## config.mk

```make
export PLATFORM = sky130hd
export DESIGN_NAME = hazard_control
export DESIGN_NICKNAME = d
export VERILOG_FILES = /design/src/rtl/riscv_defs.sv /design/src/rtl/hazard_stats.sv /design/src/rtl/hazard_control.sv
export SDC_FILE = /design/constraint.sdc
export NUM_CORES = 1
export LEC_CHECK = 0
export CAP_MARGIN = 20
export CORE_UTILIZATION = 34
export CTS_CLUSTER_SIZE = 24
export DETAILED_ROUTE_END_ITERATION = 10
export PLACE_DENSITY = 0.87
export SLEW_MARGIN = 15
export SYNTH_ARGS = -nofsm -noshare
export SYNTH_HDL_FRONTEND = slang
export SYNTH_HIERARCHICAL = 1
export SYNTH_SLANG_ARGS = --single-unit
```

## constraint.sdc

```tcl
create_clock -name i_clk -period 3.4 [get_ports i_clk]
set_input_delay 0.51 -clock i_clk [delete_from_list [all_inputs] [get_ports i_clk]]
set_output_delay 0.51 -clock i_clk [all_outputs]
set_load 0.005 [all_outputs]
```

## src/rtl/riscv_defs.sv

```systemverilog
// -----------------------------------------------------------------------------
// riscv_defs
// Shared definitions for the pipeline control blocks.
//   NB_OPERAND     : register-index width (x0..x31)
//   hazard_state_t : state encoding of the hazard-control FSM
// -----------------------------------------------------------------------------
package riscv_defs;

  localparam int NB_OPERAND = 5;

  // STALL2/STALL1 hold the number of stall cycles still owed.
  typedef enum logic [1:0] {
    RUN      = 2'd0,
    STALL2   = 2'd1,
    STALL1   = 2'd2,
    MEM_WAIT = 2'd3
  } hazard_state_t;

endpackage

```

## src/rtl/hazard_stats.sv

```systemverilog
// -----------------------------------------------------------------------------
// hazard_stats
// Wrapping statistics counters for the hazard unit. The module only exists
// when HAZARD_STATS_EN is defined, so a build without statistics carries no
// counter flops at all.
// Ports:
//   i_clk, i_rst  : clock, synchronous active-high reset
//   i_stall_evt   : this cycle is a bubble or freeze cycle
//   i_flush_evt   : this cycle flushes IF/ID
//   o_stall_cnt   : stall/freeze cycle count, modulo 2^NB_CNT
//   o_flush_cnt   : flush cycle count, modulo 2^NB_CNT
// -----------------------------------------------------------------------------
`ifdef HAZARD_STATS_EN
module hazard_stats #(
  parameter int NB_CNT = 32
) (
  input  logic              i_clk,
  input  logic              i_rst,
  input  logic              i_stall_evt,
  input  logic              i_flush_evt,
  output logic [NB_CNT-1:0] o_stall_cnt,
  output logic [NB_CNT-1:0] o_flush_cnt
);

  logic [NB_CNT-1:0] r_stall_cnt;
  logic [NB_CNT-1:0] r_flush_cnt;

  // Event counters; natural overflow gives the modulo wrap.
  always_ff @(posedge i_clk) begin
    if (i_rst) begin
      r_stall_cnt <= {NB_CNT{1'b0}};
      r_flush_cnt <= {NB_CNT{1'b0}};
    end else begin
      if (i_stall_evt) begin
        r_stall_cnt <= r_stall_cnt + NB_CNT'(1);
      end else begin
        r_stall_cnt <= r_stall_cnt;
      end
      if (i_flush_evt) begin
        r_flush_cnt <= r_flush_cnt + NB_CNT'(1);
      end else begin
        r_flush_cnt <= r_flush_cnt;
      end
    end
  end

  assign o_stall_cnt = r_stall_cnt;
  assign o_flush_cnt = r_flush_cnt;

endmodule
`endif

```

## src/rtl/hazard_control.sv

```systemverilog
// -----------------------------------------------------------------------------
// hazard_control
// Stall / flush / freeze control for a 5-stage RISC-V pipeline with branches
// resolved in ID and a data memory that may take extra cycles.
// Optional feature: define HAZARD_STATS_EN to add the stall/flush counters
// (sub-module hazard_stats); otherwise the counter outputs are tied to 0.
// Ports:
//   i_clk, i_rst                       : clock, synchronous active-high reset
//   i_if_id_rs1/rs2, i_if_id_use_rs1/2 : sources of the ID instruction
//   i_if_id_is_branch, i_branch_taken  : branch/jalr in ID and its outcome
//   i_id_ex_mem_read, i_id_ex_rd       : load in EX and its destination
//   i_ex_mem_mem_read, i_ex_mem_rd     : load in MEM and its destination
//   i_dmem_ready                       : data memory completes this cycle
//   o_pc_write, o_if_id_write          : PC and IF/ID write enables
//   o_id_ex_bubble                     : insert a NOP into ID/EX
//   o_if_id_flush                      : clear IF/ID (taken redirect)
//   o_pipe_freeze                      : hold every pipeline register
//   o_stall_cnt, o_flush_cnt           : statistics counters
// The control outputs are decoded from the state and this cycle's inputs:
// a hazard has to stop the pipeline in the same cycle it is seen.
// -----------------------------------------------------------------------------
module hazard_control #(
  parameter int NB_OPERAND = riscv_defs::NB_OPERAND,
  parameter int NB_CNT     = 32
) (
  input  logic                  i_clk,
  input  logic                  i_rst,
  input  logic [NB_OPERAND-1:0] i_if_id_rs1,
  input  logic [NB_OPERAND-1:0] i_if_id_rs2,
  input  logic                  i_if_id_use_rs1,
  input  logic                  i_if_id_use_rs2,
  input  logic                  i_if_id_is_branch,
  input  logic                  i_branch_taken,
  input  logic                  i_id_ex_mem_read,
  input  logic                  i_ex_mem_mem_read,
  input  logic [NB_OPERAND-1:0] i_id_ex_rd,
  input  logic [NB_OPERAND-1:0] i_ex_mem_rd,
  input  logic                  i_dmem_ready,
  output logic                  o_pc_write,
  output logic                  o_if_id_write,
  output logic                  o_id_ex_bubble,
  output logic                  o_if_id_flush,
  output logic                  o_pipe_freeze,
  output logic [NB_CNT-1:0]     o_stall_cnt,
  output logic [NB_CNT-1:0]     o_flush_cnt
);

  import riscv_defs::*;

  hazard_state_t r_state;
  hazard_state_t r_resume;     // stall depth to pick up after MEM_WAIT
  hazard_state_t w_eff_state;  // state whose rules apply this cycle
  hazard_state_t w_depth;      // stall depth owed if a freeze interrupts now
  hazard_state_t w_state_nxt;
  hazard_state_t w_resume_nxt;

  logic w_hz_ex;
  logic w_hz_mem;
  logic w_freeze;
  logic w_stall;
  logic w_flush;

  // A producer only matters if it writes a real register that ID reads.
  function automatic logic f_match(
    input logic [NB_OPERAND-1:0] rd,
    input logic [NB_OPERAND-1:0] rs1,
    input logic [NB_OPERAND-1:0] rs2,
    input logic                  use1,
    input logic                  use2
  );
    f_match = (rd != {NB_OPERAND{1'b0}}) &&
              ((use1 && (rd == rs1)) || (use2 && (rd == rs2)));
  endfunction

  // Hazard terms and the stall depth to remember on a freeze.
  always_comb begin
    w_hz_ex  = i_id_ex_mem_read &&
               f_match(i_id_ex_rd, i_if_id_rs1, i_if_id_rs2,
                       i_if_id_use_rs1, i_if_id_use_rs2);
    w_hz_mem = i_if_id_is_branch && i_ex_mem_mem_read &&
               f_match(i_ex_mem_rd, i_if_id_rs1, i_if_id_rs2,
                       i_if_id_use_rs1, i_if_id_use_rs2);
    if (r_state == MEM_WAIT) begin
      w_eff_state = r_resume;
    end else begin
      w_eff_state = r_state;
    end
    // A non-branch load-use in RUN is simply re-detected after the freeze.
    case (r_state)
      STALL2:  w_depth = STALL2;
      STALL1:  w_depth = STALL1;
      RUN: begin
        if (i_if_id_is_branch && w_hz_ex) begin
          w_depth = STALL2;
        end else if (w_hz_mem) begin
          w_depth = STALL1;
        end else begin
          w_depth = RUN;
        end
      end
      default: w_depth = RUN;
    endcase
  end

  // Next-state and action decode; freeze outranks stall, stall outranks flush.
  // On the cycle memory becomes ready in MEM_WAIT the remembered state acts.
  always_comb begin
    w_freeze     = 1'b0;
    w_stall      = 1'b0;
    w_flush      = 1'b0;
    w_state_nxt  = r_state;
    w_resume_nxt = r_resume;
    if ((r_state == MEM_WAIT) && !i_dmem_ready) begin
      w_freeze    = 1'b1;
      w_state_nxt = MEM_WAIT;
    end else if ((r_state != MEM_WAIT) && i_ex_mem_mem_read && !i_dmem_ready) begin
      w_freeze     = 1'b1;
      w_state_nxt  = MEM_WAIT;
      w_resume_nxt = w_depth;
    end else begin
      case (w_eff_state)
        RUN: begin
          if (w_hz_ex && i_if_id_is_branch) begin
            w_stall     = 1'b1;
            w_state_nxt = STALL1;
          end else if (w_hz_ex || w_hz_mem) begin
            w_stall     = 1'b1;
            w_state_nxt = RUN;
          end else begin
            w_flush     = i_if_id_is_branch && i_branch_taken;
            w_state_nxt = RUN;
          end
        end
        STALL2: begin
          w_stall     = 1'b1;
          w_state_nxt = STALL1;
        end
        STALL1: begin
          w_stall     = 1'b1;
          w_state_nxt = RUN;
        end
        default: begin
          w_state_nxt = RUN;
        end
      endcase
    end
  end

  // State and resume-depth registers.
  always_ff @(posedge i_clk) begin
    if (i_rst) begin
      r_state  <= RUN;
      r_resume <= RUN;
    end else begin
      r_state  <= w_state_nxt;
      r_resume <= w_resume_nxt;
    end
  end

  // Reset forces the free-running output pattern in the same cycle.
  always_comb begin
    if (i_rst) begin
      o_pc_write     = 1'b1;
      o_if_id_write  = 1'b1;
      o_id_ex_bubble = 1'b0;
      o_if_id_flush  = 1'b0;
      o_pipe_freeze  = 1'b0;
    end else begin
      o_pc_write     = !(w_freeze || w_stall);
      o_if_id_write  = !(w_freeze || w_stall);
      o_id_ex_bubble = w_stall;
      o_if_id_flush  = w_flush;
      o_pipe_freeze  = w_freeze;
    end
  end

`ifdef HAZARD_STATS_EN
  hazard_stats #(
    .NB_CNT (NB_CNT)
  ) u_hazard_stats (
    .i_clk       (i_clk),
    .i_rst       (i_rst),
    .i_stall_evt (o_id_ex_bubble | o_pipe_freeze),
    .i_flush_evt (o_if_id_flush),
    .o_stall_cnt (o_stall_cnt),
    .o_flush_cnt (o_flush_cnt)
  );
`else
  assign o_stall_cnt = {NB_CNT{1'b0}};
  assign o_flush_cnt = {NB_CNT{1'b0}};
`endif

endmodule

```

# Word-level counts from Yosys, hierarchy flattened
# Index checks and enable logic that the tools add are counted.
# classes
n_reduce_logical	26
n_eq_ne	10
muxes	24
bitwise_logic	1
# op_table
op	n
$eq 5x5->1	4
$mux 1	15
$logic_and 1x1->1	14
$mux 2	6
$reduce_bool 5->1	2
$eq 2x2->1 const B	3
$pmux 2 s3	1
$eq 2x1->1 const B	2
$logic_not 2->1	2
$logic_or 1x1->1	4
$pmux 2 s2	1
$logic_not 1->1	2
$ne 2x2->1 const B	1
$pmux 1 s2	1
$reduce_and 2->1	1
$reduce_or 2->1	1
$not 1->1	1
# totals
output_inout_bits	69
regBits	4
input_bits	29
word_cells	63

# Depth between registers and ports, before layout
# Gate-level depths: netlist of the first run.
# logic_depth
ltp_word	14
mapped_depth	9
mapped_depth_nobuf	8

# Least setup slack after synthesis of the first run
# No wires, ideal clock.
# synth_path
path_type	input -> output
startpoint	in i_ex_mem_rd[1]
endpoint	out o_pc_write
cell_stages	6
arrival_ps	1737
slack_ps	1153
required_time_ps	2890
path_buffers	1
path_cell_list	or4_1 -> o211ai_1 -> a21o_1 -> nand2_2 -> a31oi_1 -> buf_4
# synth_between
elab_chain_len	14
word_cells_on_any_way	17
classes_between	eq/ne: 2; mux: 6; reduce/logical: 9
# synth_lines
element	line	rtl
start, declared	hazard_control.sv:37	input logic [NB_OPERAND-1:0] i_ex_mem_rd,
$eq 5x5->1	hazard_control.sv:72	((use1 && (rd == rs1)) || (use2 && (rd == rs2)));
$logic_and 1x1->1	hazard_control.sv:72	
$logic_or 1x1->1	hazard_control.sv:72	
$logic_and 1x1->1 (*)	hazard_control.sv:71	f_match = (rd != {NB_OPERAND{1'b0}}) &&
$logic_and 1x1->1 (*)	hazard_control.sv:80	w_hz_mem = i_if_id_is_branch && i_ex_mem_mem_read &&
$logic_or 1x1->1 (*)	hazard_control.sv:126	end else if (w_hz_ex || w_hz_mem) begin
$mux 1 (*)	hazard_control.sv:126	
$mux 1 (*)	hazard_control.sv:123	if (w_hz_ex && i_if_id_is_branch) begin
$pmux 1 s2 (*)	hazard_control.sv:121	case (w_eff_state)
$mux 1 (*)	hazard_control.sv:116	end else if ((r_state != MEM_WAIT) && i_ex_mem_mem_read && !i_dmem_ready) begin
$mux 1 (*)	hazard_control.sv:113	if ((r_state == MEM_WAIT) && !i_dmem_ready) begin
$logic_or 1x1->1 (*)	-	
$logic_not 1->1 (*)	-	
$mux 1 (*)	-	
end, declared	hazard_control.sv:39	output logic o_pc_write,
# Every way passes the cells marked *; elsewhere a longest branch is shown, timed or not.

# Worst setup path in the final report of the first run
# layout_path
startpoint	in i_ex_mem_rd[1]
endpoint	out o_if_id_write
# layout_between
elab_chain_len	14
word_cells_on_any_way	17
classes_between	eq/ne: 2; mux: 6; reduce/logical: 9
# layout_lines
element	line	rtl
$eq 5x5->1	hazard_control.sv:72	
$logic_and 1x1->1	hazard_control.sv:72	
$logic_or 1x1->1	hazard_control.sv:72	
$logic_and 1x1->1 (*)	hazard_control.sv:71	
$logic_and 1x1->1 (*)	hazard_control.sv:80	
$logic_or 1x1->1 (*)	hazard_control.sv:126	
$mux 1 (*)	hazard_control.sv:126	
$mux 1 (*)	hazard_control.sv:123	
$pmux 1 s2 (*)	hazard_control.sv:121	
$mux 1 (*)	hazard_control.sv:116	
$mux 1 (*)	hazard_control.sv:113	
$logic_or 1x1->1 (*)	hazard_control.sv:170	o_if_id_write = !(w_freeze || w_stall);
$logic_not 1->1 (*)	hazard_control.sv:170	
$mux 1 (*)	hazard_control.sv:162	if (i_rst) begin
end, declared	hazard_control.sv:40	output logic o_if_id_write,
# Marked as above.

==> flow_metrics.tcl, run 1 <==
set metrics [dict create \
    ys_ff_latch 4 \
    diodes 0 \
    core_area_um2 3050 \
    syn_inst 140 \
    power_leakage_nw 0.587 \
    start_util_pct 35.7 \
    hold_end "r_resume[1]$_SDFFE_PP0P_" \
    min_path_cells 2 \
    placed_area_um2 1220 \
    netlist_area_um2 1090 \
    postCtsHoldBufs 0 \
    yosys_warnings 6 \
    area_delta_synth_final_pct 14.3 \
    yosys.area.top_type "buf_4" \
    worst-setup-path-type "in2out" \
    synthTopCellsByArea "buf_4, xor2_1, dfxtp_1" \
    max_freq_ghz 0.314 \
    pin_count 98 \
    gr-total-overflow 0 \
    outcome "finished clean" \
    r2r.worst_path.cells 7 \
    avgRoutedWirePerCell_um 8.59 \
    grt_pass1_wl_um 2730 \
    powerDensity_nw_per_um2 176 \
    regArea_um2 80.1 \
    slowest_stage "or4_1" \
    critPathArrivalTime_ns 2.68 \
    antenna_found_initial 0 \
    ys_seq_area_share_pct 7.34 \
    dieArea_um2 3440 \
    min_path_type "reg2reg" \
    layout_common_cells "conb_1, clkdlybuf4s50_1, xor2_1" \
    nFillCells 333 \
    clock-sinks 4 \
    drv_cap 0 \
    final_common_cell "conb_1" \
    nNetsFinal 208 \
    path_cells "clkdlybuf4s50_1, or4_1, o211ai_1, a21o_1, nand2_2, a31oi_1, clkdlybuf4s50_1" \
    critPathMaxFanout 3 \
    cts-htree-levels 1 \
    reg2reg_from "r_state[1]$_SDFF_PP0_" \
    final_hold_viol_count 0 \
    die_y_um 58.6 \
    startpoint_type "primary input" \
    die_w_um 58.6 \
    peakVddDrop_uv 98.3 \
    route.detailed.drc 0 \
    synth_area_per_cell_um2 7.79 \
    tns_ns 0 \
    timing.rr.end "r_state[1]$_SDFF_PP0_" \
    finClkSkew_ns 0.00138 \
    cts_made_buffers 3 \
    drt-total-wl_um 1870 \
    end_kind "primary output" \
    min_period_ns 3.19 \
    max_stage_delay_ns 0.57 \
    grt_max_degree 8 \
    fp-row-count 20 \
    grtUsageTotal_pct 10.3 \
    cts_buffer_depth 2 \
    cts_tree "yes" \
    firstDrtPassIters 4 \
    io_buffers 33 \
    root_buffer "clkbuf_4" \
    multi_input_area_um2 741 \
    path_clk_slew_ns 0.04 \
    drive_gt1_share_pct 6.32 \
    drtAntennaViolNets 0 \
    whs_ns 0.517 \
    reg2reg_slack_ns 1.98 \
    hold_start "r_resume[1]$_SDFFE_PP0P_" \
    slew_viol_final 0 \
    synth_top_area_share_pct 44.7 \
    cts-resized-gates 0 \
    vias_per_cell 3.67 \
    final_area_um2 1250 \
    gp_congestion 0.698 \
    via_count 800 \
    cp.required_ns 2.89 \
    finalNonFillerCells 218 \
    postCtsSetupBuffers 0 \
    drt_iter0_drc 15 \
    clkLatencyLatePin_ns 0.23 \
    grt_pass1_vias 707 \
    period_share_pct 93.8 \
    rsz0062_at_grt "false" \
    synth_cell_types 31 \
    dp.cells 215 \
    setup_viol 0 \
    crit_top_cell "clkdlybuf4s50_1" \
    dp_hpwl_um 1660 \
]
[critical path, delay by kind of cell]
kind	cells	cell delay [ns]
simple gates	2	0.64
compound gates	3	0.51
buf+inv	2	1.01
[report_power, final]
part           internal, mW  switching, mW  leakage (nW)
Clock                0.0395         0.0191        0.0138
Sequential           0.0488        0.00171        0.0326
Combinational        0.0559         0.0546         0.541
Total                 0.144         0.0755         0.587
[worst max-delay path by stage]
stage	endpoint	from
after global placement	o_if_id_flush	i_ex_mem_rd[1]
final	o_if_id_write	i_ex_mem_rd[1]
after detailed placement	o_if_id_write	i_ex_mem_rd[1]
after CTS	o_if_id_write	i_ex_mem_rd[1]
after global routing	o_if_id_flush	i_ex_mem_rd[1]
after floorplan	o_pc_write	i_ex_mem_rd[1]
[cells in the mapped netlist]
cell type / n
and2_1: 1
a21o_1: 1
o221ai_4: 1
buf_4: 65
ha_1: 3
nand2_2: 1
a21oi_1: 4
or4_4: 1
dfxtp_1: 4
nand2_1: 1
and3_2: 1
o21a_1: 2
xor2_1: 16
conb_1: 1
nor2_1: 4
a31o_1: 1
o21ai_0: 3
xnor2_1: 4
or4_1: 1
nor4_1: 4
or2_2: 1
nor4_2: 1
inv_1: 5
o211ai_1: 1
and3_1: 1
a31oi_1: 1
nand2b_1: 3
nor3_2: 1
nand3_1: 3
nor3_1: 3
a221oi_2: 1
[cell type report]
class	count	share of cell area [%]
multi-input cells	129	59.4
inverters	5	1.50
well taps	44	4.41
clock buffers	3	1.81
flip-flops and latches	4	6.42
repair buffers	33	26.5
[state kept, by name (all words and copies together), names as in the netlist]
register and cells:
r_state 2, r_resume 2
[kinds of logic (layout without fill, tap and decap cells)]
kind of cell | Yosys count | count (layout) | synth area share (%)
other cells | 1 | 64 | 0.344
xor+xnor | 20 | 20 | 16.1
flops | 4 | 4 | 7.34
buf+inv | 70 | 41 | 46.4
simple gates | 27 | 27 | 15.3
compound gates | 15 | 15 | 11.1
fa+ha+maj | 3 | 3 | 3.44
[per-layer routing]
metal | vias up | track usage [%] | share of wire, %
met2 | 53 | 21.5 | 52
met3 | 0 | 1.76 | 11
met5 | - | 0 | 0
met1 | 345 | 9.71 | 36
met4 | 0 | 4.08 | 0
li1 | 402 | - | -
[through the flow]
| step | utilization, % | worst slack, ns | power, mW |
|---|---|---|---|
| 2_1_floorplan | - | 1.15 | 0.158 |
| 3_3_place_gp | 40.1 | 0.203 | 0.160 |
| 3_5_place_dp | 40.1 | 0.200 | 0.161 |
| 4_1_cts | 40.9 | 0.190 | 0.224 |
| 5_1_grt | 40.9 | 0.0528 | 0.240 |
| 6_report | 40.9 | 0.211 | 0.220 |
Power figures use the tool's default switching activity.
==> inputs of run 2 (changes only) <==
- CORE_UTILIZATION: 34 -> 28
- CTS_CLUSTER_DIAMETER: unset -> 120
- PLACE_DENSITY: 0.87 -> unset
- PLACE_DENSITY_LB_ADDON: unset -> 0.3
- clock period: 3.4 -> 2.7 ns (I/O delays scaled with it)
==> run 2 against run 1 <==
Sequential power up 27%. Clock-buffer cell count unchanged. Wire length up 16%. Utilization down 2.3 points. Cell count up 9.6%. Power up 58%. Register-to-register slack worse by 0.63 ns. Flip-flop and latch count unchanged.
==> flow_metrics.tcl, run 2 (same netlist as run 1, synthesis figures left out) <==
set metrics [dict create \
    outcome "finished clean" \
    antenna_found_initial 0 \
    hold_end "r_resume[1]$_SDFFE_PP0P_" \
    grtUsageTotal_pct 9.71 \
    root_buffer "clkbuf_8" \
    final_core_util_pct 38.6 \
    drive_gt1_share_pct 17.3 \
    fp-row-count 22 \
    firstDrtPassIters 2 \
    postCtsHoldBufs 0 \
    diodes 0 \
    r2r.worst_path.cells 7 \
    reg2reg_from "r_state[1]$_SDFF_PP0_" \
    drt-total-wl_um 2180 \
    grt_pass1_wl_um 3170 \
    cts_made_buffers 3 \
    cts_tree "yes" \
    min_period_ns 2.61 \
    dp_hpwl_um 1900 \
    area_delta_synth_final_pct 30.5 \
    place_ws_ns -0.257 \
    timing.rr.end "r_state[1]$_SDFF_PP0_" \
    slew_viol_final 0 \
    reg_top3 "r_resume: 2 flops, r_state: 2 flops" \
    max_freq_ghz 0.384 \
    pin_count 98 \
    final_common_cell "conb_1" \
    startpoint_type "primary input" \
    period_share_pct 96.6 \
    min_path_cells 2 \
    path_cells "clkdlybuf4s50_1, xor2_1, nor4_1, and3_2, o221ai_4, nand2_2, a31oi_2, dlygate4sd2_1" \
    hold_start "r_resume[1]$_SDFFE_PP0P_" \
    cp.required_ns 2.30 \
    grt_max_degree 7 \
    power_leakage_nw 0.707 \
    start_util_pct 29.6 \
    setup_viol 0 \
    clock-sinks 4 \
    end_kind "primary output" \
    drt_iter0_drc 33 \
    via_count 863 \
    final_hold_viol_count 0 \
    fin_ws_ns 0.0931 \
    route.detailed.drc 0 \
    powerDensity_nw_per_um2 243 \
    reg2reg_slack_ns 1.35 \
    min_path_type "reg2reg" \
    drv_cap 0 \
    finClkSkew_ns 0.000187 \
    critPathMaxFanout 3 \
    drtAntennaViolNets 0 \
    cts_buffer_depth 2 \
    core_area_um2 3690 \
    rsz0062_at_grt "false" \
    slowest_stage "clkdlybuf4s50_1" \
    max_stage_delay_ns 0.47 \
    dieArea_um2 4150 \
    peakVddDrop_uv 233 \
    clkLatencyLatePin_ns 0.21 \
    cts-htree-levels 1 \
    worst-setup-path-type "in2out" \
    critPathArrivalTime_ns 2.20 \
    nNetsFinal 225 \
    grt_pass1_vias 756 \
    die_y_um 64.4 \
    layout_common_cells "conb_1, clkdlybuf4s50_1, buf_4" \
    vias_per_cell 3.61 \
    gp_congestion 0.850 \
    die_w_um 64.4 \
    avgRoutedWirePerCell_um 9.10 \
    nFillCells 426 \
    gr-total-overflow 0 \
    path_clk_slew_ns 0.03 \
    io_buffers 33 \
]
-- run 2: cell types whose count changed in the layout (fill, tap and decap cells not counted), moves of 2 or more --
cell / before / now
clkbuf_4: 3 / 0
clkbuf_8: 0 / 3
clkdlybuf4s50_1: 33 / 25
dlymetal6s2s_1: 0 / 2
dlygate4sd2_1: 0 / 5
nor4_1: 4 / 2
buf_4: 0 / 17
-- run 2: stage by stage --
step	TNS [ns]	hold slack, ns	instances	instance area (um^2)	power [mW]
4_1_cts	0	0.518	239	1400	0.347
5_1_grt	0	0.539	239	1420	0.374
6_report	0	0.516	239	1420	0.346
3_3_place_gp	-0.921	0.502	235	1350	0.221
2_1_floorplan	0	0.471	203	1330	0.199
3_5_place_dp	-0.949	0.513	235	1350	0.221
-- run 2: per-layer routing --
layer  up-vias  share of wire, %  GRT usage [%]
li1        435                 -              -
met1       379                42           11.5
met2        47                50           17.5
met3         2               7.7           2.11
met4         0              0.18           2.50
met5         -                 0              0
-- run 2: final cells by class --
type / instances / area, um^2 / share of cell area (%)
inverter: 5 / 18.8 / 1.32
multi-input combinational: 129 / 772 / 54.2
tap: 48 / 60.1 / 4.22
timing repair buffer: 50 / 452 / 31.7
sequential: 4 / 80.1 / 5.62
clock buffer: 3 / 41.3 / 2.90
-- run 2: what timing repair did --
item	in CTS	in global routing
gates resized for setup	11	6
pin swaps	7	4
setup endpoints to repair	4	4
endpoints found under the hold margin	0	0
setup buffers	1	0
-- run 2: how the worst max path moves through the flow --
stage | startpoint | end | depth (start not counted)
2_1_floorplan | r_state[0]$_SDFF_PP0_ | o_pc_write | 7
3_5_place_dp | i_ex_mem_rd[1] | o_pc_write | 7
5_1_grt | i_id_ex_rd[2] | o_if_id_write | 8
6_report | i_id_ex_rd[2] | o_if_id_write | 8
4_1_cts | i_ex_mem_rd[1] | o_if_id_flush | 8
3_3_place_gp | i_ex_mem_rd[1] | o_if_id_write | 7
-- run 2: worst max-delay path, delay by kind of cell --
family	cells	cell delay [ns]
xor gates and xnor gates	1	0.18
buffers and inverters	2	0.75
and+or+nand+nor	3	0.65
AOI/OAI and AO/OA	2	0.21
-- run 2: report_power, final --
group / internal, mW / switching (mW) / total [mW]
sequential: 0.0616 / 0.00226 / 0.0639
clock: 0.0947 / 0.0273 / 0.122
combinational: 0.0827 / 0.0777 / 0.160
total: 0.239 / 0.107 / 0.346
